[config.mk]
export PLATFORM = sky130hd
export DESIGN_NAME = dmem_access_sequencer
export DESIGN_NICKNAME = d
export VERILOG_FILES = /design/src/rtl/dmem_access_sequencer_pkg.sv /design/src/rtl/dmem_access_sequencer_lanes.sv /design/src/rtl/dmem_access_sequencer.sv
export SDC_FILE = /design/constraint.sdc
export NUM_CORES = 1
export LEC_CHECK = 0
export CAP_MARGIN = 0
export CORE_MARGIN = 2
export CORE_UTILIZATION = 40
export DETAILED_ROUTE_END_ITERATION = 10
export PLACE_DENSITY = 0.81
export SETUP_SLACK_MARGIN = 0.15
export SYNTH_ARGS = -nofsm -noshare
export SYNTH_HDL_FRONTEND = slang
export SYNTH_SLANG_ARGS = --single-unit
[constraint.sdc]
create_clock -name clk -period 2.8 [get_ports clk]
set_input_delay 0.28 -clock clk [delete_from_list [all_inputs] [get_ports clk]]
set_output_delay 0.28 -clock clk [all_outputs]
set_load 0.005 [all_outputs]
[src/rtl/dmem_access_sequencer_pkg.sv]
// ----------------------------------------------------------------------------------
// dmem_access_sequencer_pkg: size codes, FSM states, request legality. Rev 1.0
// ----------------------------------------------------------------------------------
`default_nettype none

package dmem_access_sequencer_pkg;

  localparam logic [1:0] SZ_BYTE = 2'b00;
  localparam logic [1:0] SZ_HALF = 2'b01;
  localparam logic [1:0] SZ_WORD = 2'b10;

  typedef enum logic [1:0] {
    DS_IDLE   = 2'd0,
    DS_LD_CAP = 2'd1,
    DS_RMW_WR = 2'd2,
    DS_DONE   = 2'd3
  } ds_state_e;

  // A request is dropped when its size is illegal, it is misaligned, or it is both a load and a store.
  function automatic logic req_legal(input logic rd, input logic wr,
                                     input logic [1:0] size, input logic [1:0] lane);
    logic ok;
    ok = !(rd && wr);
    case (size)
      SZ_BYTE: ;
      SZ_HALF: if (lane[0]) ok = 1'b0;
      SZ_WORD: if (lane != 2'b00) ok = 1'b0;
      default: ok = 1'b0;
    endcase
    return ok;
  endfunction

endpackage

`default_nettype wire

[src/rtl/dmem_access_sequencer_lanes.sv]
// ----------------------------------------------------------------------------------
// dmem_access_sequencer_lanes: little-endian lane extract (loads) and merge (RMW). Rev 1.0
// ----------------------------------------------------------------------------------
`default_nettype none

module dmem_access_sequencer_lanes
  import dmem_access_sequencer_pkg::*;
(
  input  logic [31:0] word,
  input  logic [1:0]  lane,
  input  logic [1:0]  size,
  input  logic [31:0] wdata,
  output logic [31:0] extracted,
  output logic [31:0] merged
);

  always_comb begin
    extracted = word;
    merged    = wdata;
    case (size)
      SZ_BYTE: begin
        case (lane)
          2'd0: begin
            extracted = {24'b0, word[7:0]};
            merged    = {word[31:8], wdata[7:0]};
          end
          2'd1: begin
            extracted = {24'b0, word[15:8]};
            merged    = {word[31:16], wdata[7:0], word[7:0]};
          end
          2'd2: begin
            extracted = {24'b0, word[23:16]};
            merged    = {word[31:24], wdata[7:0], word[15:0]};
          end
          default: begin
            extracted = {24'b0, word[31:24]};
            merged    = {wdata[7:0], word[23:0]};
          end
        endcase
      end
      SZ_HALF: begin
        if (lane[1]) begin
          extracted = {16'b0, word[31:16]};
          merged    = {wdata[15:0], word[15:0]};
        end else begin
          extracted = {16'b0, word[15:0]};
          merged    = {word[31:16], wdata[15:0]};
        end
      end
      default: ;
    endcase
  end

endmodule

`default_nettype wire

[src/rtl/dmem_access_sequencer.sv]
// ----------------------------------------------------------------------------------
// dmem_access_sequencer: MEM-stage load/store sequencer for a single-port sync-read RAM. Rev 1.0
// ----------------------------------------------------------------------------------
`default_nettype none

module dmem_access_sequencer
  import dmem_access_sequencer_pkg::*;
#(
  parameter int ADDR_W = 10
) (
  input  logic              clk,
  input  logic              rst,
  input  logic              req_read,
  input  logic              req_write,
  input  logic [1:0]        size,
  input  logic [31:0]       addr,
  input  logic [31:0]       wdata,
  output logic [31:0]       rdata,
  output logic              rvalid,
  output logic              stall,
  output logic              err,
  output logic [ADDR_W-1:0] ram_addr,
  output logic              ram_we,
  output logic [31:0]       ram_wdata,
  input  logic [31:0]       ram_rdata
);

  ds_state_e         state_q, state_d;
  logic [1:0]        lane_q, lane_d;
  logic [1:0]        size_q, size_d;
  logic              is_load_q, is_load_d;
  logic [31:0]       wdata_q, wdata_d;
  logic [ADDR_W-1:0] waddr_q, waddr_d;
  logic [31:0]       rdata_q, rdata_d;

  logic [31:0]       lane_ext;
  logic [31:0]       lane_merged;
  logic              legal;
  logic              unused_addr_hi;

  assign legal          = req_legal(req_read, req_write, size, addr[1:0]);
  assign unused_addr_hi = ^addr[31:ADDR_W+2];
  assign rdata          = rdata_q;

  dmem_access_sequencer_lanes u_lanes (
    .word      (ram_rdata),
    .lane      (lane_q),
    .size      (size_q),
    .wdata     (wdata_q),
    .extracted (lane_ext),
    .merged    (lane_merged)
  );

  always_comb begin
    state_d   = state_q;
    lane_d    = lane_q;
    size_d    = size_q;
    is_load_d = is_load_q;
    wdata_d   = wdata_q;
    waddr_d   = waddr_q;
    rdata_d   = rdata_q;
    stall     = 1'b0;
    ram_we    = 1'b0;
    err       = 1'b0;
    rvalid    = 1'b0;
    ram_addr  = waddr_q;
    ram_wdata = '0;
    case (state_q)
      DS_IDLE: begin
        ram_addr = '0;
        // Gating on rst keeps a request still sitting in MEM from re-arming stall/we during reset.
        if (!rst && (req_read || req_write)) begin
          if (!legal) begin
            err = 1'b1;
          end else begin
            ram_addr = addr[ADDR_W+1:2];
            if (req_write && size == SZ_WORD) begin
              ram_we    = 1'b1;
              ram_wdata = wdata;
            end else begin
              stall     = 1'b1;
              lane_d    = addr[1:0];
              size_d    = size;
              is_load_d = req_read;
              wdata_d   = wdata;
              waddr_d   = addr[ADDR_W+1:2];
              state_d   = req_read ? DS_LD_CAP : DS_RMW_WR;
            end
          end
        end
      end
      DS_LD_CAP: begin
        stall   = 1'b1;
        rdata_d = lane_ext;
        state_d = DS_DONE;
      end
      DS_RMW_WR: begin
        stall     = 1'b1;
        ram_we    = 1'b1;
        ram_wdata = lane_merged;
        state_d   = DS_DONE;
      end
      DS_DONE: begin
        rvalid  = is_load_q;
        state_d = DS_IDLE;
      end
      default: state_d = DS_IDLE;
    endcase
  end

  always_ff @(posedge clk or posedge rst) begin
    if (rst) begin
      state_q   <= DS_IDLE;
      lane_q    <= 2'b00;
      size_q    <= SZ_BYTE;
      is_load_q <= 1'b0;
      wdata_q   <= '0;
      waddr_q   <= '0;
      rdata_q   <= '0;
    end else begin
      state_q   <= state_d;
      lane_q    <= lane_d;
      size_q    <= size_d;
      is_load_q <= is_load_d;
      wdata_q   <= wdata_d;
      waddr_q   <= waddr_d;
      rdata_q   <= rdata_d;
    end
  end

endmodule

`default_nettype wire

==> results of run 1 <==
==> cells by family (layout without fill, tap and decap cells) <==
logic type / Yosys count / count (layout)
muxes: 100 / 100
and+or+nand+nor: 100 / 100
adders and majority gates: 5 / 5
AOI/OAI and AO/OA: 145 / 145
buffers and inverters: 70 / 234
DFF: 81 / 81
==> power breakdown <==
group	internal [mW]	total, mW	switching, mW
Combinational	2.39	4.20	1.81
Sequential	1.73	2.24	0.508
Clock	0.626	1.12	0.498
Total	4.75	7.57	2.82
==> final timing paths <==
path	end	slack, ns	startpoint	cells past startpoint
worst max-delay path	ram_wdata[11]	0.14	state_q[1]$_DFFE_PP0P_	8
worst min-delay path	is_load_q$_DFFE_PP0P_	0.39	rst	2
min in group clk	wdata_q[16]$_DFFE_PP0P_	0.50	wdata_q[16]$_DFFE_PP0P_	1
worst min register to register	wdata_q[16]$_DFFE_PP0P_	0.50	wdata_q[16]$_DFFE_PP0P_	1
max in group asynchronous	rdata[26]$_DFFE_PP0N_	1.75	rst	3
worst max register to register	wdata_q[9]$_DFFE_PP0P_	0.72	state_q[1]$_DFFE_PP0P_	8
==> cells in the final DEF, fill, tap and decap left out, types with 3 or more instances in the layout <==
cell             count
o22ai_1             11
a22o_1               9
nand2b_2             3
and2_1               4
mux2_2               5
o21a_1               8
mux2i_1             47
a221o_1              8
o221ai_1            18
clkbuf_16           10
o2bb2ai_1            7
a21o_1              16
nor2_1              26
dlymetal6s2s_1      13
dfrtp_1             80
clkdlybuf4s50_1    145
mux2_1              20
a211oi_1            14
o21ai_1              3
nand2b_1             4
ha_1                 4
mux2_4              28
nand2_1             49
buf_12               4
a31o_2               8
inv_1               29
a22oi_1              8
a21oi_1             10
o21ai_0             18
buf_4               21
==> per-stage QoR <==
stage | cells | cell area (µm²) | power, mW
2_1_floorplan | 501 | 5110 | 4.44
3_3_place_gp | 812 | 6910 | 6.17
3_5_place_dp | 812 | 6910 | 6.30
4_1_cts | 832 | 7270 | 7.51
5_1_grt | 837 | 7380 | 8.03
6_report | 837 | 7380 | 7.57
==> area by class of cell <==
| class | count | area, µm² | area share |
|---|---|---|---|
| flip-flops and latches | 81 | 2030 | 0.275 |
| repair buffers | 187 | 1920 | 0.261 |
| inverters | 32 | 121 | 0.0165 |
| well taps | 172 | 215 | 0.0292 |
| clock buffers | 10 | 239 | 0.0324 |
| clock inverters | 5 | 38.8 | 0.00526 |
| multi-input cells | 350 | 2810 | 0.381 |
==> repair_timing <==
| item | in CTS | in global routing |
|---|---|---|
| cloned | 1 | 1 |
| resized for setup | 11 | 19 |
| endpoints found under the setup margin | 33 | 33 |
| hold endpoints to repair | 0 | 0 |
| setup buffers | 4 | 4 |
| pin swaps | 2 | 1 |
==> layer usage <==
metal | share of wire | wire length (µm) | vias to the layer above
met5 | 0 | 0 | -
met4 | 0.024 | 405 | 0
met3 | 0.078 | 1350 | 35
met2 | 0.47 | 8060 | 231
met1 | 0.43 | 7400 | 2345
li1 | - | - | 2135
==> critical path, stage by stage, from the launching register on <==
cell	delay, ns
dfrtp_1	0.41
inv_2	0.08
ha_2	0.17
and2b_2	0.17
o21ai_4	0.07
nor3_4	0.20
buf_12	0.20
a221o_1	0.22
clkdlybuf4s50_1	0.52
==> registers in the layout, indices dropped and copies added, names as in the netlist <==
signal	cells
rdata	32
wdata_q	32
waddr_q	10
lane_q	2
size_q	2
state_q	2
is_load_q	1
==> parameters.txt, run 1 <==
Parameter                              Value

Setup path
  Arrival time reported for the critical path endpoint ... about 2.4 ns
  Required time of the critical path ... 2.52 ns
  CP max FO ... 17
  Worst Setup End Kind ... output port
  Worst setup SP type ... flop
  CP Class ... flop to output port

Global route
  Most congested layer reported by global routing ... met2
  Met3 Usage GRT ... 0.0489
  Met1 usage in global routing ... 0.344
  Met2 track demand over resource ... 0.407
  Pin count of the biggest net entering global routing ... 49
  Gr ovfl total ... 0
  Antenna violations before repair ... 0
  Wire length of the first global-routing pass ... roughly 26 mm
  Number of global-route vias before repair ... slightly below 5000
  Global-route total usage across every layer ... 0.252

Hold path
  Type of the most critical hold path ... input pin to asynchronous set/reset pin

Clock network
  Number of buffers on the longest clock path ... 2
  Clock latency on the worst-skew pair ... 0.34 ns
  Count of clock tree sinks ... between 80 and 90
  TritonCTS clock tree ... built
  Clock buffers created by TritonCTS ... 9
  Master cell of the clock root buffer ... clkbuf_16
  Clock-pin transition on the worst setup and hold timing paths ... ~0.06 ns
  Quantity of hold-fixing buffers added after cts ... 0
  Number of H-tree branching levels ... 3

Final layout
  Synth-to-Final Area Change ... 44.2%
  Post-layout util ... 0.587
  Layout cell share with drive strength beyond 1 ... 0.155
  Number of fill cells in the layout ... about 1000
  Post-layout net count ... 768
  Antenna fix cells ... 0

Route
  Via Count ... around 4700
  1st-pass router iterations ... 5
  Final wirelength ... between 15 and 20 mm
  DRC violations left ... 0
  Post-DR vias/cell ... approximately 5.7
  First DRT Iteration DRCs ... 442
  Routed Antenna Nets ... 0
  Routed wire per std cell ... a little over 20 µm

Synth
  Adder-cell share of the synthesized area ... 0.0122
  Area share of the largest cell type after synthesis ... 0.396
  Main combinational cell family by area after synthesis ... multiplexers
  Most used flip-flop cell after synthesis ... dfrtp_1
  Cell accounting for the most synthesized area ... dfrtp_1
  Syn nets ... 608
  Average footprint of a synthesized cell ... between 10 and 15 µm²
  Xor/xnor share of the synthesized area ... 0
  Top post-synthesis cells by area ... dfrtp_1 40%, mux2i_1 9.2%, mux2_4 8.2%
  Proportion of register bits with asynchronous set or reset after synthesis ... 1.00
  Syn Std Cell Area ... 5110 µm²
  Yosys warns ... 0
  EDFF count, synth ... 0
  Area fraction in compound gates after synthesis ... 0.213
  Most common cell in the synthesized netlist ... dfrtp_1
  Post-synthesis share of cell area spent on and, or, nand and nor gates ... 0.0883
  Register area share after synthesis ... 0.396
  Distinct cell type count after synthesis ... 43
  Cells after synthesis ... between 500 and 600
  Top cells by count, synth ... 81 x dfrtp_1, 50 x nand2_1, 47 x mux2i_1, 32 x inv_1, 28 x mux2_4
  Number of flip-flops and latches in the synthesized netlist ... slightly above 80
  Multiplexer area fraction after synthesis ... 0.229

Timing
  Fin worst setup slack ... roughly 0.14 ns
  Total negative slack ... 0 ns
  Setup skew after layout ... about 0.006 ns
  Crit path time final ... approximately 2.7 ns
  Max-Slew Margin vs Limit ... 0.426
  Worst hold margin ... 0.391 ns
  Number of max-slew violations in the final report ... 0
  Final count of negative-setup-slack endpoints ... 0
  Setup repair after global routing missed its margin ... true
  Worst-margin pin slew ... between 0.8 and 0.9 ns
  Final Hold Violating Endpoints ... 0
  Post-route fraction of the period consumed by the critical path ... 0.950
  Fmax ... between 300 and 400 MHz

Pwr
  Power per cell area ... between 1000 and 1500 nW/µm²
  Worst vdd rail ir drop ... ~480 µV
  Cell leakage power ... about 3.5 nW

Run
  Max Cap Viol ... 0

Floorplan
  X dimension of the die ... 117 µm
  I/O Pins ... 180
  Die Area ... approximately 14000 µm²
  Initial core utilization ... 0.407
  Site Rows ... 41
  Area inside the core boundary ... ~13000 µm²
  Overall die height ... approximately 120 µm

Place
  Final HPWL DP ... 12.6 mm
  GPL Wtd Cong ... between 0.9 and 1
  Post-Place Worst Slack ... between 0.15 and 0.2 ns
  # port buffers ... approximately 160

Outcome
  Run status ... completed
(Power assumes the default switching activity.)
==> run 2, diff against run 1 <==
--- a/config.mk
+++ b/config.mk
@@ -9,7 +9,9 @@
 export CORE_MARGIN = 2
 export CORE_UTILIZATION = 40
 export DETAILED_ROUTE_END_ITERATION = 10
+export GPL_TIMING_DRIVEN = 0
 export PLACE_DENSITY = 0.81
+export RECOVER_POWER = 25
 export SETUP_SLACK_MARGIN = 0.15
 export SYNTH_ARGS = -nofsm -noshare
 export SYNTH_HDL_FRONTEND = slang
==> run 2 against run 1 <==
Against the previous run:
- die area stayed put
- combinational power is 6.7% higher
- first-iteration DRC count is 21% higher
- routed wire length is 5.1% higher
- register-to-register slack better by 0.06 ns
- global-route usage is 1.2 points higher
- fmax is 2.1% lower
- critical path type unchanged
- largest power group unchanged
==> parameters.txt, run 2 (synthesized netlist as in run 1, its figures left out) <==
Parameter                              Value

Route
  1st-pass router iterations ... 5 (unchanged)
  Final wirelength ... 18.1 mm (was 17.2 mm)
  Post-DR vias/cell ... 5.69 (was 5.67)
  Via Count ... 4918 (was 4746)
  Routed wire per std cell ... 20.9 µm (was 20.6 µm)
  First DRT Iteration DRCs ... 534 (was 442)
  Routed Antenna Nets ... 0 (unchanged)
  DRC violations left ... 0 (unchanged)

Pwr
  Cell leakage power ... 3.64 nW (was 3.48 nW)
  Power per cell area ... 1020 nW/µm² (was 1030 nW/µm²)
  Worst vdd rail ir drop ... 520 µV (was 476 µV)
  Total Power Consumption ... 7.82 mW (was 7.57 mW)

Place
  # port buffers ... 159 (unchanged)
  GPL Wtd Cong ... 0.929 (was 0.907)
  Final HPWL DP ... 13.4 mm (was 12.6 mm)

Global route
  Pin count of the biggest net entering global routing ... 71 (was 49)
  Gr ovfl total ... 0 (unchanged)
  Antenna violations before repair ... 0 (unchanged)
  Number of global-route vias before repair ... 5039 (was 4810)
  Global-route total usage across every layer ... 0.264 (was 0.252)
  Wire length of the first global-routing pass ... 27.1 mm (was 26.1 mm)

Final layout
  Area used by multi-input combinational logic ... 2910 µm² (was 2810 µm²)
  Antenna fix cells ... 0 (unchanged)
  Top library cells by usage in the layout, fill and taps aside ... 137 x clkdlybuf4s50_1, 81 x dfrtp_1, 48 x nand2_1 (was 145 x clkdlybuf4s50_1, 80 x dfrtp_1, 49 x nand2_1)
  Number of fill cells in the layout ... 1047 (was 1048)
  FF/Latch Area ... 2030 µm² (about the same)
  Layout cell share with drive strength beyond 1 ... 0.186 (was 0.155)
  Post-layout net count ... 795 (was 768)
  Post-layout util ... 0.608 (was 0.587)
  Leading cell type in the layout, fill and taps excluded ... clkdlybuf4s50_1 (unchanged)
  Synth-to-Final Area Change ... 49.4% (was 44.2%)

Timing
  Final Hold Violating Endpoints ... 0 (unchanged)
  Setup skew after layout ... 0.00867 ns (was 0.00604 ns)
  Post-route fraction of the period consumed by the critical path ... 0.970 (was 0.950)
  Number of max-slew violations in the final report ... 0 (unchanged)
  Max-Slew Margin vs Limit ... 0.550 (was 0.426)
  Crit path time final ... 2.72 ns (was 2.66 ns)
  Final count of negative-setup-slack endpoints ... 0 (unchanged)
  Fmax ... 368 MHz (was 376 MHz)
  Worst-margin pin slew ... 0.672 ns (was 0.857 ns)
  Setup repair after global routing missed its margin ... true (unchanged)

Setup path
  Worst Setup End Kind ... output port (unchanged)
  Arrival time reported for the critical path endpoint ... 2.44 ns (was 2.38 ns)
  Worst Path Buf+Inv ... 4 (was 3)
  Slowest cell on crit path ... clkdlybuf4s50_1 (unchanged)
  Kind of cell with the highest combined delay on the critical path ... buffers and inverters (unchanged)
  CP max FO ... 5 (was 17)
  Cell Chain, Critical Path ... inv_2 -> ha_2 -> clkbuf_8 -> nand3b_1 -> clkbuf_8 -> o221ai_2 -> a21o_1 -> clkdlybuf4s50_1 (was inv_2 -> ha_2 -> and2b_2 -> o21ai_4 -> nor3_4 -> buf_12 -> a221o_1 -> clkdlybuf4s50_1)
  CP Class ... flop to output port (unchanged)
  Required time of the critical path ... 2.52 ns (about the same)
  Dominant cell type by count on the critical path ... clkbuf_8
  Delay of the slowest cell on the worst path ... 0.49 ns (was 0.52 ns)
  Worst setup SP type ... flop (unchanged)

Floorplan
  Area inside the core boundary ... 12600 µm² (unchanged)
  I/O Pins ... 180 (unchanged)
  Site Rows ... 41 (unchanged)
  Die Area ... 13700 µm² (unchanged)
  X dimension of the die ... 117 µm (unchanged)
  Initial core utilization ... 0.407 (unchanged)
  Overall die height ... 117 µm (unchanged)

Clock network
  Number of buffers on the longest clock path ... 2 (unchanged)
  Count of clock tree sinks ... 81 (unchanged)
  Quantity of hold-fixing buffers added after cts ... 0 (unchanged)
  Clock latency on the worst-skew pair ... 0.35 ns (was 0.34 ns)
  Number of H-tree branching levels ... 3 (unchanged)
  Master cell of the clock root buffer ... clkbuf_16 (unchanged)
  Clock-pin transition on the worst setup and hold timing paths ... 0.07 ns (was 0.06 ns)
  Clock buffers created by TritonCTS ... 9 (unchanged)
  TritonCTS clock tree ... built (unchanged)

Run
  Max Cap Viol ... 0 (unchanged)

Outcome
  Run status ... completed (unchanged)

Hold path
  Type of the most critical hold path ... flop to flop (was input pin to asynchronous set/reset pin)
## run 2: routing by layer
metal  share of wire  global-route usage  vias up
met4           0.019               0.112        0
met2            0.49               0.428      228
met1            0.42               0.355     2464
li1                -                   -     2200
met5               0                   0        -
met3           0.074              0.0381       26
## run 2: final timing paths
path                                          from                      end  slack, ns  cells past startpoint
min in group asynchronous                      rst   waddr_q[1]$_DFFE_PP0P_       0.50                      2
setup reg to reg            state_q[1]$_DFFE_PP0P_    lane_q[1]$_DFFE_PP0P_       0.78                      9
hold reg to reg            wdata_q[16]$_DFFE_PP0P_  wdata_q[16]$_DFFE_PP0P_       0.49                      1
setup / recovery            state_q[0]$_DFFE_PP0P_            ram_wdata[27]       0.08                      8
hold / removal             wdata_q[16]$_DFFE_PP0P_  wdata_q[16]$_DFFE_PP0P_       0.49                      1
max in group asynchronous                      rst  wdata_q[22]$_DFFE_PP0P_       1.56                      3
## run 2: cell type report
class                      instances  area share
multi-input combinational        350       0.381
timing repair buffer             177       0.237
clock buffer                       9      0.0295
inverter                          32      0.0159
sequential                        81       0.265
tap                              172      0.0282
buffer                            37      0.0349
clock inverter                     7     0.00802
## run 2: power by group
group | total (mW) | internal, mW | switching, mW | leakage (nW)
sequential | 2.19 | 1.73 | 0.460 | 0.984
clock | 1.16 | 0.616 | 0.539 | 0.135
combinational | 4.48 | 2.47 | 2.00 | 2.52
total | 7.82 | 4.82 | 3.00 | 3.64
## run 2: timing repair
action,in CTS,in global routing
setup endpoints to repair,44,29
buffers inserted,12,3
pin swaps,5,1
resized for setup,47,36
gates cloned,1,1
## run 2: through the flow
stage               std cells  instance area [µm²]  setup slack (ns)  setup TNS (ns)  hold slack (ns)
floorplan                 501                 5110             0.440               0            0.397
global placement          832                 6920            -0.908          -75.45            0.469
detailed placement        833                 6950            -0.189           -3.23            0.477
CTS                       861                 7480            0.0930               0            0.261
global route              865                 7640            0.0504               0            0.516
finish                    865                 7640            0.0847               0            0.488
